### config.mk
export PLATFORM = sky130hd
export DESIGN_NAME = hazard_scoreboard_unit
export DESIGN_NICKNAME = d
export VERILOG_FILES = /design/src/rtl/hazard_scoreboard_unit_pkg.sv /design/src/rtl/hazard_scoreboard_unit_bank.sv /design/src/rtl/hazard_scoreboard_unit.sv
export SDC_FILE = /design/constraint.sdc
export NUM_CORES = 1
export LEC_CHECK = 0
export ABC_AREA = 1
export ABC_CLOCK_PERIOD_IN_PS = 2800
export BUFFER_PORTS_ARGS = -buffer_cell sky130_fd_sc_hd__clkbuf_2
export CORE_ASPECT_RATIO = 0.7
export CORE_MARGIN = 2
export CORE_UTILIZATION = 33
export CTS_CLUSTER_DIAMETER = 120
export DETAILED_ROUTE_END_ITERATION = 6
export SETUP_SLACK_MARGIN = 0.3
export SYNTH_ARGS = -nofsm -noshare
export SYNTH_HDL_FRONTEND = slang
export SYNTH_HIERARCHICAL = 1
export SYNTH_SLANG_ARGS = --single-unit
### constraint.sdc
create_clock -name clk -period 2.8 [get_ports clk]
set_input_delay 0.14 -clock clk [delete_from_list [all_inputs] [get_ports clk]]
set_output_delay 0.14 -clock clk [all_outputs]
set_load 0.02 [all_outputs]
### src/rtl/hazard_scoreboard_unit_pkg.sv
// ============================================================================
// Module : hazard_pkg
// Brief  : Shared types and constants for the hazard/scoreboard unit.
// Rev    : 1.0  initial release
// ============================================================================
`default_nettype none

package hazard_pkg;

  localparam int DEF_R    = 5;
  localparam int DEF_NREG = 32;

  localparam logic [1:0] FWD_RF = 2'b00;
  localparam logic [1:0] FWD_W  = 2'b01;
  localparam logic [1:0] FWD_M  = 2'b10;

  typedef enum logic [1:0] {
    RUN        = 2'b00,
    LOADUSE    = 2'b01,
    SCOREBOARD = 2'b10,
    FREEZE     = 2'b11
  } stall_cause_t;

endpackage

`default_nettype wire

### src/rtl/hazard_scoreboard_unit_bank.sv
// ============================================================================
// Module : hazard_scoreboard_bank
// Brief  : One bank of pending-write bits with set/clear and three lookups.
// Rev    : 1.0  initial release
// ============================================================================
`default_nettype none

module hazard_scoreboard_bank #(
  parameter int R    = 5,
  parameter int NREG = 32
) (
  input  logic            clk,
  input  logic            rst,
  input  logic            set_en,
  input  logic [R-1:0]    set_addr,
  input  logic            clr_en,
  input  logic [R-1:0]    clr_addr,
  input  logic [R-1:0]    rd1_addr,
  input  logic [R-1:0]    rd2_addr,
  input  logic [R-1:0]    rd3_addr,
  output logic [NREG-1:0] pending,
  output logic            hit1,
  output logic            hit2,
  output logic            hit3
);

  logic [NREG-1:0] set_vec;
  logic [NREG-1:0] clr_vec;
  logic [NREG-1:0] m1;
  logic [NREG-1:0] m2;
  logic [NREG-1:0] m3;

  // Full decode per register; addresses with no matching slot fall out naturally.
  for (genvar i = 0; i < NREG; i++) begin : g_reg
    localparam logic [R-1:0] IDX = R'(i);
    assign set_vec[i] = set_en && (set_addr == IDX);
    assign clr_vec[i] = clr_en && (clr_addr == IDX);
    assign m1[i]      = (rd1_addr == IDX);
    assign m2[i]      = (rd2_addr == IDX);
    assign m3[i]      = (rd3_addr == IDX);
  end

  // Set dominates a simultaneous clear of the same bit.
  always_ff @(posedge clk or posedge rst) begin
    if (rst) pending <= '0;
    else     pending <= (pending & ~clr_vec) | set_vec;
  end

  assign hit1 = |(pending & m1);
  assign hit2 = |(pending & m2);
  assign hit3 = |(pending & m3);

endmodule

`default_nettype wire

### src/rtl/hazard_scoreboard_unit.sv
// ============================================================================
// Module : hazard_scoreboard_unit
// Brief  : Pipeline hazard unit: forwarding, load-use, scoreboard, stall FSM.
// Rev    : 1.0  initial release
// ============================================================================
`default_nettype none

module hazard_scoreboard_unit
  import hazard_pkg::*;
#(
  parameter int R           = DEF_R,
  parameter int NREG        = DEF_NREG,
  parameter int SCALAR_ZERO = 1,
  parameter int STALL_LIMIT = 255
) (
  input  logic            clk,
  input  logic            rst,
  input  logic [R-1:0]    RA1D,
  input  logic [R-1:0]    RA2D,
  input  logic [R-1:0]    WA3D,
  input  logic            Src1VecD,
  input  logic            Src2VecD,
  input  logic            DstVecD,
  input  logic            LongOpD,
  input  logic            RegWriteD,
  input  logic [R-1:0]    RA1E,
  input  logic [R-1:0]    RA2E,
  input  logic [R-1:0]    WA3E,
  input  logic            Src1VecE,
  input  logic            Src2VecE,
  input  logic            DstVecE,
  input  logic            MemtoRegE,
  input  logic            BranchTakenE,
  input  logic            PCSrcE,
  input  logic            PCSrcM,
  input  logic            PCSrcW,
  input  logic            RegWriteM,
  input  logic            RegWriteVM,
  input  logic            RegWriteW,
  input  logic            RegWriteVW,
  input  logic [R-1:0]    WA3M,
  input  logic [R-1:0]    WA3W,
  input  logic            BusyDA,
  input  logic            LongDone,
  input  logic            LongDoneVec,
  input  logic [R-1:0]    LongDoneWA,
  output logic            StallF,
  output logic            StallD,
  output logic            StallE,
  output logic            StallM,
  output logic            StallW,
  output logic            FlushD,
  output logic            FlushE,
  output logic [1:0]      ForwardAE,
  output logic [1:0]      ForwardBE,
  output logic [1:0]      ForwardAVE,
  output logic [1:0]      ForwardBVE,
  output logic [1:0]      StallCause,
  output logic [7:0]      StallCycles,
  output logic            StallTimeout,
  output logic [NREG-1:0] PendingS,
  output logic [NREG-1:0] PendingV
);

  localparam logic [7:0] LIMIT = 8'(STALL_LIMIT);

  logic         ok_m, ok_w;
  logic         lu, sb, redir;
  logic         set_ok, set_s, set_v;
  logic         s1, s2, s3, v1, v2, v3;
  stall_cause_t state, next_state;

  // Scalar r0 is hardwired when SCALAR_ZERO is set, so it never sources a forward.
  assign ok_m = !((SCALAR_ZERO != 0) && (WA3M == '0));
  assign ok_w = !((SCALAR_ZERO != 0) && (WA3W == '0));

  assign ForwardAE  = (RegWriteM && !Src1VecE && WA3M == RA1E && ok_m) ? FWD_M :
                      (RegWriteW && !Src1VecE && WA3W == RA1E && ok_w) ? FWD_W : FWD_RF;
  assign ForwardBE  = (RegWriteM && !Src2VecE && WA3M == RA2E && ok_m) ? FWD_M :
                      (RegWriteW && !Src2VecE && WA3W == RA2E && ok_w) ? FWD_W : FWD_RF;
  assign ForwardAVE = (RegWriteVM && Src1VecE && WA3M == RA1E) ? FWD_M :
                      (RegWriteVW && Src1VecE && WA3W == RA1E) ? FWD_W : FWD_RF;
  assign ForwardBVE = (RegWriteVM && Src2VecE && WA3M == RA2E) ? FWD_M :
                      (RegWriteVW && Src2VecE && WA3W == RA2E) ? FWD_W : FWD_RF;

  assign lu = MemtoRegE && (((RA1D == WA3E) && (Src1VecD == DstVecE)) ||
                            ((RA2D == WA3E) && (Src2VecD == DstVecE)));
  assign sb = (Src1VecD ? v1 : s1) | (Src2VecD ? v2 : s2) |
              (RegWriteD & (DstVecD ? v3 : s3));
  assign redir = BranchTakenE | PCSrcE | PCSrcM | PCSrcW;

  assign StallF = ((lu | sb) & !redir) | BusyDA;
  assign StallD = StallF;
  assign StallE = BusyDA;
  assign StallM = BusyDA;
  assign StallW = BusyDA;
  assign FlushD = redir & !BusyDA;
  assign FlushE = (redir | lu | sb) & !BusyDA;

  assign set_ok = RegWriteD && LongOpD && !StallD && !FlushD;
  assign set_s  = set_ok && !DstVecD && !((SCALAR_ZERO != 0) && (WA3D == '0));
  assign set_v  = set_ok && DstVecD;

  hazard_scoreboard_bank #(.R(R), .NREG(NREG)) u_bank_s (
    .clk      (clk),
    .rst      (rst),
    .set_en   (set_s),
    .set_addr (WA3D),
    .clr_en   (LongDone && !LongDoneVec),
    .clr_addr (LongDoneWA),
    .rd1_addr (RA1D),
    .rd2_addr (RA2D),
    .rd3_addr (WA3D),
    .pending  (PendingS),
    .hit1     (s1),
    .hit2     (s2),
    .hit3     (s3)
  );

  hazard_scoreboard_bank #(.R(R), .NREG(NREG)) u_bank_v (
    .clk      (clk),
    .rst      (rst),
    .set_en   (set_v),
    .set_addr (WA3D),
    .clr_en   (LongDone && LongDoneVec),
    .clr_addr (LongDoneWA),
    .rd1_addr (RA1D),
    .rd2_addr (RA2D),
    .rd3_addr (WA3D),
    .pending  (PendingV),
    .hit1     (v1),
    .hit2     (v2),
    .hit3     (v3)
  );

  always_comb begin
    next_state = RUN;
    if (BusyDA)           next_state = FREEZE;
    else if (lu && !redir) next_state = LOADUSE;
    else if (sb && !redir) next_state = SCOREBOARD;
  end

  // Counter and watchdog look at the cause being entered, not the one held.
  always_ff @(posedge clk or posedge rst) begin
    if (rst) begin
      state        <= RUN;
      StallCycles  <= 8'd0;
      StallTimeout <= 1'b0;
    end else begin
      state <= next_state;
      if (next_state != RUN) begin
        if (StallCycles != 8'hFF) StallCycles <= StallCycles + 8'd1;
        if (StallCycles == LIMIT) StallTimeout <= 1'b1;
      end else begin
        StallCycles <= 8'd0;
      end
    end
  end

  assign StallCause = state;

endmodule

`default_nettype wire
# == Yosys cells after proc, flatten, opt, wreduce, memory -nomap -nowiden ==
# Index checks and enable logic that the tools add are counted.
# Widths: inputs -> output; s select.
# totals
reg_bits,75
output_inout_bits,90
inputBits,67
word_cells,369
# classes
n_bitwise,25
n_eq_ne,135
n_reduce_logical,187
addsub,1
n_mux,16
# ops
cell,n
$eq 5x5->1 const B,64
$and 32x32->32,8
$reduce_or 32->1,6
$logic_and 1x1->1,161
$eq 5x4->1 const B,32
$eq 5x3->1 const B,16
$not 32->32,2
$or 32x32->32,2
$eq 5x2->1 const B,8
$eq 5x5->1,6
$logic_not 5->1,6
$eq 5x1->1 const B,4
$mux 8,2
$mux 2,7
$logic_not 1->1,11
$or 1x1->1,9
$add 8x1->8 const B,1
$eq 8x8->1 const B,1
$ne 8x8->1 const B,1
$mux 1,7
$and 1x1->1,4
$eq 1x1->1,2
$ne 2x1->1 const B,1
$reduce_and 2->1,1
other kinds (2),2

# == Depth between registers and ports, before layout ==
# depth
ltp_word,16
depth_mapped,18
depth_no_buf,18

# == Hierarchy ==
# The synthesis kept the hierarchy.
# modules_own_cells
mod,cells_each,area_per_inst_um2,instances,seq_area_each_um2
hazard_scoreboard_bank,419,2492.4,2,800.8
hazard_scoreboard_unit,221,1267.5,1,275.3

# == Worst setup path before layout ==
# Ideal clock, no wire load.
# synth_path
path_type,flip-flop to flip-flop
startpoint,register u_bank_v.pending[12]
endpoint,register u_bank_s.pending[21]
synth_period_minus_slack_ns,2.009
arrival_ns,1.927
setup_ns,0.083
setup_slack_ns,0.791
n_path_buf,1
path_stages_with_launch,16
t_required_ns,2.717
path_cell_list,dfrtp_1 > nand3_1 > nand2_1 > nor2_1 > nand3_1 > nor2_1 > nor2_1 > nand2_1 > nand2_1 > nor2_1 > o21a_1 > nand4_1 > nor2_1 > nand2_1 > clkbuf_1 > o21ai_0
# synth_via
elab_chain_len,15
word_cells_on_any_way,22
cone_classes,mux (3); bitwise (10); reduce/logical (9)
# synth_lines
element,line_no,source
from (decl),hazard_scoreboard_unit_bank.sv:21,"output logic [NREG-1:0] pending,"
from (signal assigned),hazard_scoreboard_unit_bank.sv:46,else pending <= (pending & ~clr_vec) | set_vec;
$and 32x32->32,hazard_scoreboard_unit_bank.sv:49,assign hit1 = |(pending & m1);
$reduce_or 32->1,hazard_scoreboard_unit_bank.sv:49,
via v1,hazard_scoreboard_unit.sv:70,"logic s1, s2, s3, v1, v2, v3;"
$mux 1,hazard_scoreboard_unit.sv:88,assign sb = (Src1VecD ? v1 : s1) | (Src2VecD ? v2 : s2) |
$or 1x1->1 (2 in a row),hazard_scoreboard_unit.sv:88,
$or 1x1->1,hazard_scoreboard_unit.sv:92,assign StallF = ((lu | sb) & !redir) | BusyDA;
$and 1x1->1,hazard_scoreboard_unit.sv:92,
$or 1x1->1,hazard_scoreboard_unit.sv:92,
$logic_not 1->1,hazard_scoreboard_unit.sv:100,assign set_ok = RegWriteD && LongOpD && !StallD && !FlushD;
$logic_and 1x1->1 (2 in a row),hazard_scoreboard_unit.sv:100,
$logic_and 1x1->1 (2 in a row),hazard_scoreboard_unit.sv:101,assign set_s = set_ok && !DstVecD && !((SCALAR_ZERO != 0) && (WA3D == '0));
via set_s,hazard_scoreboard_unit.sv:69,"logic set_ok, set_s, set_v;"
$logic_and 1x1->1,hazard_scoreboard_unit_bank.sv:36,assign set_vec[i] = set_en && (set_addr == IDX);
$or 32x32->32,hazard_scoreboard_unit_bank.sv:46,
to (signal assigned),hazard_scoreboard_unit_bank.sv:46,
to (decl),hazard_scoreboard_unit_bank.sv:21,
# The timed path passes the listed nets, and every way through them passes these cells.
# A chain may end at the register's enable or synchronous reset.

# == Final worst setup path ==
# layout_path
startpoint,register u_bank_s.pending[18]
endpoint,output port StallD
# layout_via
elab_chain_len,8
word_cells_on_any_way,15
cone_classes,mux (3); bitwise (9); reduce/logical (3)
# layout_lines
element,line_no,source
$and 32x32->32,hazard_scoreboard_unit_bank.sv:49,
$reduce_or 32->1,hazard_scoreboard_unit_bank.sv:49,
via s1,hazard_scoreboard_unit.sv:70,
$mux 1,hazard_scoreboard_unit.sv:88,
$or 1x1->1 (2 in a row),hazard_scoreboard_unit.sv:88,
$or 1x1->1,hazard_scoreboard_unit.sv:92,
$and 1x1->1,hazard_scoreboard_unit.sv:92,
$or 1x1->1,hazard_scoreboard_unit.sv:92,
to (decl),hazard_scoreboard_unit.sv:48,"output logic StallD,"
# The timed path passes the listed nets, and every way through them passes these cells.

==> results.md <==
- Post-layout worst setup margin: 0.367 ns
- Worst relative slew slack: 61.4%
- Count of distinct cell types in the synthesized netlist: 27
- CTS clk-pin slew, worst paths: 0.07 ns
- Clock tree from TritonCTS: built
- Clock latency reported for the late side of the worst-skew pair: 0.35 ns
- Setup CP Type: flop to output pin
- Run status: complete, no violations
- Maximum number of pins on one net before global-route repair: 33
- Io pins: 157
- Wire length of the first global-routing pass: 39.8 mm
- Total power consumption of the routed design: 3.02 mW
- Worst path required time: 2.66 ns
- Starting density of the core: 33.4%
- Tot GR Track Use: 25.7%
- TritonCTS Buffers: 9
- Max-cap viol count: 0
- TritonRoute pass-1 iters: 6
- Post-synthesis cell type with the largest combined area: sky130_fd_sc_hd__dfrtp_1
- Clk sinks: 75
- Post-route DRC: 0
- Root Driver: sky130_fd_sc_hd__clkbuf_16
- Final Hold Violating Endpoints: 0
- Largest voltage drop on the vdd net: 300 µV
- Post-Route Setup TNS: 0 ns
- Achievable frequency: 0.411 GHz
- Final Routed Wirelength: 25.9 mm
- Cell Pwr Density: 387 nW/µm²
- Synthesis Warnings: 6
- Area share of the largest cell type after synthesis: 30.0%
- Layout overhead on the synthesized area: 25.0%
- M1 GR Usage: 39.6%
- Launching element type of the critical path: flop
- RD Place Congestion: 0.968
- Number of pins with negative max-slew slack in the final report: 0
- Buffer depth of the longest clock path: 2
- Number of rows created at floorplan: 42
- H-Tree Depth: 3
- Net Count, Synth: 1,127
- Nature of the critical path endpoint: output pin
- Area of the die: 20,100 µm²
- Count of antenna diodes in the layout: 0
- Share of cells above drive strength 1: 21.8%
- Number of vias per cell after detailed routing: 5.35
- Post-Place Setup Slack: 0.252 ns
- # setup viols final: 0
- Class of the tightest hold or removal check: input pin to flop
- Total number of vias: 7,913
- Die Width: 169 µm
- Count of buffers inserted at the top-level ports: 156
- Ratio of final minimum period to clock period: 86.9%
- Met3 global-route usage: 5.72%
- Die Y: 119 µm
- DP Wirelength: 19.8 mm
- Tightest hold margin: 0.0932 ns
- Cell leakage power: 4.22 nW
- Cell count after synthesis: 1,059
- Area of the core: 18,700 µm²
- Number of nets in the layout: 1,300
- Area contributors post-synth: sky130_fd_sc_hd__dfrtp_1 30%, sky130_fd_sc_hd__nand2_1 18%, sky130_fd_sc_hd__nand3_1 14%
- Remaining number of nets flagged by the antenna check after routing: 0
- Gr ovfl total: 0
- Via count of the first global-routing pass: 7,081
- Initial antenna violation count: 0
- Most Crowded Layer GR: met1
- Arrival time of data at the critical path endpoint: 2.29 ns
- RSZ-0062 raised after global routing: yes
- Worst Max-Slew Pin Slew: 0.572 ns
- Count of filler cells inserted in the layout: 2,041
- Post-Route Utilization: 41.8%
- Cell area after synthesis: 6250 µm²
- FF+latch count, synth: 75
- Met2 Use GR: 35.2%
- Clk_skew: 0.0119 ns
- Final Critical Period: 2.43 ns
- Synthesized area per cell: 5.90 µm²
- Sequential-to-total area share from yosys stat: 30.0%
- WL per Instance: 17.5 µm
- Critical path fanouts, max: 5
- Iteration-0 DRC count of the detailed router: 1,032
-- critical path, stage by stage, from the launching register on --
cell and delay, ns:
sky130_fd_sc_hd__dfrtp_2 0.48, sky130_fd_sc_hd__nand3_1 0.11, sky130_fd_sc_hd__nand2_1 0.07, sky130_fd_sc_hd__nor2_2 0.15, sky130_fd_sc_hd__nand3_1 0.09, sky130_fd_sc_hd__nor2_1 0.14
sky130_fd_sc_hd__nor2_1 0.06, sky130_fd_sc_hd__nand2_1 0.06, sky130_fd_sc_hd__nand2_1 0.05, sky130_fd_sc_hd__nor2_1 0.10, sky130_fd_sc_hd__o21a_2 0.18, sky130_fd_sc_hd__inv_1 0.07
sky130_fd_sc_hd__nand2_1 0.05, sky130_fd_sc_hd__nand3_1 0.13, sky130_fd_sc_hd__clkbuf_2 0.19
-- what timing repair did --
action / 4_1_cts / 5_1_grt
endpoints found under the setup margin: 0 / 67
resized for setup: 0 / 47
hold endpoints to repair: 75 / 0
buffers inserted: 0 / 7
hold buffers: 1 / 0
-- cell type report --
| class | instances | area (µm²) | area share (%) |
|---|---|---|---|
| multi-input cells | 848 | 3860 | 49.4 |
| flip-flops and latches | 75 | 1920 | 24.5 |
| repair buffers | 174 | 956 | 12.2 |
| inverters | 124 | 465 | 5.96 |
| well taps | 242 | 303 | 3.88 |
| clock buffers | 9 | 225 | 2.88 |
| clock inverters | 7 | 88.8 | 1.14 |
-- metrics by stage --
step / instances / cell area, µm²
global route: 1479 / 7810
finish: 1479 / 7810
CTS: 1472 / 7710
detailed placement: 1455 / 7390
floorplan: 1059 / 6250
global placement: 1455 / 7390
-- registers in the layout, indices dropped and copies added (netlist names) --
signal            flops
u_bank_v/pending     32
StallTimeout          1
StallCycles           8
u_bank_s/pending     32
StallCause            2
-- worst paths after layout --
path | startpoint | slack (ns) | end | depth (start not counted)
max | u_bank_s/pending[18] | 0.37 | StallD | 14
min | MemtoRegE | 0.09 | StallCause[0] | 3
max reg2reg | u_bank_s/pending[18] | 0.41 | u_bank_v/pending[22] | 15
min reg2reg | StallTimeout | 0.46 | StallTimeout | 2
max in group asynchronous | rst | 1.95 | u_bank_s/pending[17] | 4
min in group asynchronous | rst | 0.43 | StallCycles[2] | 3
-- placed cells by master, fill, tap and decap left out, types with 9 or more instances in the layout --
cell	instances
sky130_fd_sc_hd__o21ai_0	125
sky130_fd_sc_hd__nor2_1	159
sky130_fd_sc_hd__dfrtp_1	43
sky130_fd_sc_hd__clkbuf_2	155
sky130_fd_sc_hd__clkbuf_16	9
sky130_fd_sc_hd__inv_2	12
sky130_fd_sc_hd__nand2_1	299
sky130_fd_sc_hd__inv_1	112
sky130_fd_sc_hd__nor2_2	22
sky130_fd_sc_hd__o21ai_1	12
sky130_fd_sc_hd__xor2_1	12
sky130_fd_sc_hd__buf_4	14
sky130_fd_sc_hd__nand3_1	177
sky130_fd_sc_hd__dfrtp_2	32
-- cells in the mapped netlist --
cell type	number
sky130_fd_sc_hd__dfrtp_1	75
sky130_fd_sc_hd__or2_2	3
sky130_fd_sc_hd__o21ai_1	2
sky130_fd_sc_hd__or4_1	1
sky130_fd_sc_hd__ha_1	1
sky130_fd_sc_hd__nand3_1	177
sky130_fd_sc_hd__nand4_1	4
sky130_fd_sc_hd__nor4_1	2
sky130_fd_sc_hd__nor3b_1	2
sky130_fd_sc_hd__nand2_2	4
sky130_fd_sc_hd__o41ai_1	1
sky130_fd_sc_hd__a21oi_1	2
sky130_fd_sc_hd__o21ai_0	135
sky130_fd_sc_hd__xnor2_1	7
sky130_fd_sc_hd__inv_1	112
sky130_fd_sc_hd__a21o_1	2
sky130_fd_sc_hd__inv_2	12
sky130_fd_sc_hd__o21a_1	1
sky130_fd_sc_hd__clkbuf_1	8
sky130_fd_sc_hd__nor2_1	162
sky130_fd_sc_hd__xor2_1	12
sky130_fd_sc_hd__buf_4	4
sky130_fd_sc_hd__nand2_1	299
sky130_fd_sc_hd__nor3_1	5
sky130_fd_sc_hd__nor4_2	1
sky130_fd_sc_hd__nor2_4	6
sky130_fd_sc_hd__nor2_2	19
-- logic make-up after synthesis --
family	synth area share, %
adder cells (fa/ha/maj)	0.200
flip-flops	30.0
AND/OR/NAND/NOR	47.1
buffers and inverters	8.40
XOR/XNOR	2.66
AO/OA/AOI/OAI	11.6
-- metal layers --
layer	vias to the layer above	part of all wire, %
met2	515	40
met3	41	12
met5	-	0
met1	3579	46
li1	3778	-
met4	0	1.9
-- report_power, final --
part	leakage, nW	internal, mW	switching, mW
sequential	0.979	1.12	0.0720
clock	0.152	0.716	0.535
combinational	3.09	0.174	0.412
total	4.22	2.01	1.02
Note: power is estimated with default switching activity, not from simulation.
